--- config.mk ---
export PLATFORM = sky130hd
export DESIGN_NAME = bcd_to_bin_seq
export DESIGN_NICKNAME = d
export VERILOG_FILES = /design/src/rtl/bcd_to_bin_seq.sv
export SDC_FILE = /design/constraint.sdc
export NUM_CORES = 1
export LEC_CHECK = 0
export ABC_AREA = 0
export CAP_MARGIN = 20
export CORE_MARGIN = 2
export CORE_UTILIZATION = 40
export DETAILED_ROUTE_END_ITERATION = 8
export GPL_TIMING_DRIVEN = 1
export HOLD_SLACK_MARGIN = 0.03
export PLACE_DENSITY = 0.67
export SLEW_MARGIN = 15
export SYNTH_ARGS = -nofsm -noshare
export SYNTH_HDL_FRONTEND = slang
export SYNTH_SLANG_ARGS = --single-unit
--- constraint.sdc ---
create_clock -name clk -period 6.7 [get_ports clk]
set_input_delay 1.005 -clock clk [delete_from_list [all_inputs] [get_ports clk]]
set_output_delay 1.005 -clock clk [all_outputs]
set_load 0.05 [all_outputs]
--- src/rtl/bcd_to_bin_seq.sv ---
// bcd_to_bin_seq
//
// Sequential packed-BCD to binary converter. It handles one digit per clock,
// most significant digit first, using acc = acc*10 + digit. The x10 step is
// built from shifts and one add, so no multiplier is needed.
//
// Parameters
//   NDIG      number of packed BCD digits per request (1..9)
//   BW        binary result width, at least ceil(log2(10^NDIG))
//
// Ports
//   clk       rising-edge clock
//   rst       synchronous, active-high reset
//   start     request pulse; only sampled while idle
//   bcd       packed BCD operand; digit 0 is in bits [3:0]
//   busy      high while converting and during the result cycle
//   bin       binary result; stays stable until the next accepted request
//   bin_valid one-cycle pulse that marks a new result on bin
//   err       qualified by bin_valid; set when any digit was greater than 9
module bcd_to_bin_seq #(
    parameter int NDIG = 4,
    parameter int BW   = 14
) (
    input  logic              clk,
    input  logic              rst,
    input  logic              start,
    input  logic [4*NDIG-1:0] bcd,
    output logic              busy,
    output logic [BW-1:0]     bin,
    output logic              bin_valid,
    output logic              err
);

    localparam logic [1:0] IDLE = 2'd0;
    localparam logic [1:0] CONV = 2'd1;
    localparam logic [1:0] DONE = 2'd2;

    localparam int CW = (NDIG > 1) ? $clog2(NDIG) : 1;

    logic [1:0]        state;
    logic [4*NDIG-1:0] operand;
    logic [BW-1:0]     acc;
    logic [CW-1:0]     cnt;
    logic              err_f;

    logic [3:0]        digit;
    logic [BW+3:0]     sum;
    logic [BW-1:0]     acc_next;
    logic              err_next;

    // The operand shifts left once per digit, so the digit being processed
    // is always in the top nibble.
    assign digit    = operand[4*NDIG-1 -: 4];
    assign sum      = ({4'b0000, acc} << 3) + ({4'b0000, acc} << 1)
                    + {{BW{1'b0}}, digit};
    assign acc_next = BW'(sum);
    assign err_next = err_f | (digit > 4'd9);

    assign busy      = (state != IDLE);
    assign bin_valid = (state == DONE);

    always_ff @(posedge clk) begin
        if (rst) begin
            state   <= IDLE;
            operand <= '0;
            acc     <= '0;
            cnt     <= '0;
            err_f   <= 1'b0;
            bin     <= '0;
            err     <= 1'b0;
        end else begin
            case (state)
                IDLE: begin
                    if (start) begin
                        operand <= bcd;
                        acc     <= '0;
                        err_f   <= 1'b0;
                        cnt     <= CW'(NDIG - 1);
                        state   <= CONV;
                    end
                end
                CONV: begin
                    acc     <= acc_next;
                    operand <= operand << 4;
                    err_f   <= err_next;
                    cnt     <= cnt - 1'b1;
                    if (cnt == '0) begin
                        // The last digit's error contribution has to be
                        // folded in here, before err_f registers it.
                        state <= DONE;
                        bin   <= err_next ? '0 : acc_next;
                        err   <= err_next;
                    end
                end
                DONE: begin
                    state <= IDLE;
                end
                default: begin
                    state <= IDLE;
                end
            endcase
        end
    end

endmodule

==> flow_metrics.py <==
metrics = {
    "placed_design": {
        "placement.io_buffers": 35,
        "gp_congestion": 0.842,
        "hpwl_mm": 4.26,
    },
    "synthesis": {
        "synth_area_sq_um": 2710,
        "yosys.area_share.adder_pct": 12.1,
        "muxShareOfSynthArea_pct": 0.415,
        "yosys.area_share.simple_pct": 24.3,
        "synth_compound_area_share_pct": 21.1,
        "ys_types": 47,
        "yosys_warnings": 0,
        "synth-edff-count": 0,
        "ys_seq_area_share_pct": 36.2,
        "synth_common_cells": "nor2_1, dfxtp_1, ha_1, a21oi_1",
        "yosysMostFrequentCell": "nor2_1",
        "avgSynthCellArea_sq_um": 8.34,
        "synth.top_cell.area_share_pct": 36.2,
        "ys.flop_type": "dfxtp_1",
        "async_flop_share_pct": 0,
        "synth_xor_area_share_pct": 1.29,
        "ys_ff_latch": 49,
        "synthesis.nets": 369,
        "synth_top_family_by_area": "simple AND/OR/NAND/NOR gates",
        "syn_inst": 325,
        "synth_area_leader_cell": "dfxtp_1",
        "synth_area_leaders": "dfxtp_1, ha_1, nor2_1",
    },
    "power_and_ir_drop": {
        "p_comb_share_pct": 18.7,
        "power_frac_seq_pct": 52.4,
        "leakagePower_uw": 0.00137,
        "power_density_nw_per_um2": 194,
        "switchingPower_uw": 186,
        "switching_share_pct": 30.2,
        "vdd_drop_max_mv": 0.112,
        "p_clk_share_pct": 28.9,
        "intPower_uw": 429,
    },
    "cells_and_area": {
        "final_util_pct": 47.4,
        "fin_nets": 393,
        "drive_gt1_share_pct": 4.00,
        "n_fill_cell": 675,
        "antenna_cells": 0,
        "area_growth_syn_to_layout_pct": 16.9,
    },
    "sta": {
        "finalCriticalPeriod_ns": 3.24,
        "period_share_pct": 48.4,
        "hold_violations": 0,
        "setup_viol": 0,
        "max-slew-margin-rel_pct": 27.5,
        "worstMarginPinSlew_ns": 1.07,
        "fmax_mhz": 308,
        "skew_ns": 0.00398,
        "finalSetupTns_ns": 0,
        "rsz0062_at_grt": "false",
        "maxSlewViolCount": 0,
    },
    "run": {
        "cap_violations": 0,
    },
    "clocking": {
        "htreeDepth": 2,
        "holdBufCountCts": 0,
        "clock_path_buffers": 2,
        "path_clk_slew_ns": 0.09,
        "cts_tree": "yes",
        "post-cts-setup-buffers": 0,
        "cts-root-buf": "clkbuf_8",
        "insertion_delay_ns": 0.31,
        "cts_resized": 0,
        "clock-sinks": 49,
        "numCtsBuffers": 5,
    },
    "route": {
        "ant_nets": 0,
        "vias_per_cell": 5.55,
        "drt_iter0_drc": 160,
        "routed_wl_mm": 6.23,
        "wl_per_cell_um": 14.5,
        "first_pass_iters": 4,
        "vias": 2385,
        "remaining_drc_errors": 0,
    },
    "grt": {
        "gr-total-overflow": 0,
        "antenna_found_initial": 0,
        "grt_pass1_wl_mm": 10.5,
        "grt_pass1_vias": 2183,
        "use_met3_pct": 3.24,
        "use_met2_pct": 26.2,
        "grt.busiest_layer": "met2",
        "grtUsageMet1_pct": 25.7,
        "track_usage_pct": 17.6,
        "grt_max_degree": 56,
    },
    "worst_setup_path": {
        "endpoint_kind": "output port",
        "crit_type": "reg -> out",
        "cp_max_fo": 31,
        "required_ns": 5.69,
        "crit_chain": "or2_2 > clkdlybuf4s50_1",
        "cp.arrival_ns": 2.24,
        "path_buf_inv": 1,
        "slowest_stage": "dfxtp_1",
        "start_kind": "register",
        "cpLargestDelayFamily": "flip-flops",
        "slowest_delay_ns": 0.89,
    },
    "die": {
        "initial_core_util_pct": 40.6,
        "dieArea_sq_um": 7450,
        "pin_count": 36,
        "core-area_sq_um": 6680,
        "die_y_um": 86.3,
        "fp-row-count": 30,
        "die_w_um": 86.3,
    },
    "run_status": {
        "outcome": "finished clean",
    },
    "worst_hold_path": {
        "hold_path.class": "reg -> reg",
    },
}
worst paths after layout:
check	endpoint	cells past startpoint	start	slack, ns
worst max-delay path	busy	2	state[0]	3.46
worst min-delay path	bin[13]	2	bin[13]	0.47
worst max register to register	bin[10]	6	state[0]	3.81
worst min register to register	bin[13]	2	bin[13]	0.47
final cells by class:
class	count	area, sq um	share of cell area, %
Multi-Input combinational cell	245	1610	50.7
Sequential cell	49	981	31.0
Timing Repair Buffer	36	353	11.1
Tap cell	80	100	3.16
Clock buffer	7	76.3	2.41
Inverter	12	45.0	1.42
Clock inverter	1	7.51	0.237
layer usage:
| layer | vias to the layer above | wire [um] | share of wire [%] |
|---|---|---|---|
| met3 | 8 | 322 | 5.2 |
| li1 | 1212 | - | - |
| met1 | 1114 | 3150 | 51 |
| met5 | - | 0 | 0 |
| met2 | 51 | 2660 | 43 |
| met4 | 0 | 97 | 1.6 |
cells by family after synthesis:
| logic type | Yosys count |
|---|---|
| AO/OA/AOI/OAI | 84 |
| XOR/XNOR | 4 |
| adder cells (fa/ha/maj) | 25 |
| buffers and inverters | 31 |
| flip-flops | 49 |
| multiplexers | 1 |
| AND/OR/NAND/NOR | 131 |
stage by stage:
step / setup slack [ns] / area, sq um / hold WS, ns / instances / total power, uW
6_report: 3.46 / 3170 / 0.466 / 430 / 615
5_1_grt: 3.28 / 3170 / 0.500 / 430 / 650
4_1_cts: 3.46 / 3170 / 0.477 / 430 / 620
3_5_place_dp: 3.58 / 3090 / 0.455 / 422 / 444
3_3_place_gp: 3.62 / 3090 / 0.444 / 422 / 443
2_1_floorplan: 4.08 / 2710 / 0.437 / 325 / 408
tightest hold or removal path, cell delays in order (launching register included):
cell     delay (ns)
dfxtp_1        0.32
nand2_1        0.05
o31ai_1        0.06
registers in the layout (all words and copies together), names as in the netlist:
register / flops
err_f: 1
cnt: 2
operand: 16
bin: 14
acc: 13
err: 1
state: 2
cells in the final DEF (no fill, tap or decap), types with 6 or more instances in the layout:
cell type	count
nor2b_1	13
clkdlybuf4s50_1	34
a21oi_1	20
dfxtp_1	49
a32oi_1	6
or3_1	7
ha_1	23
nor2_1	64
o21ai_0	15
a22oi_1	16
inv_1	12
nor3_1	16
nand3b_1	6
power by group through the flow:
stage	logic (uW)	clock network, uW	registers (uW)
after CTS	116	182	322
final	115	177	322
after floorplan	81.3	0	327
after detailed placement	115	0	329
after global routing	130	195	325
after global placement	114	0	328
No activity file was read; power rests on OpenSTA's default activity.
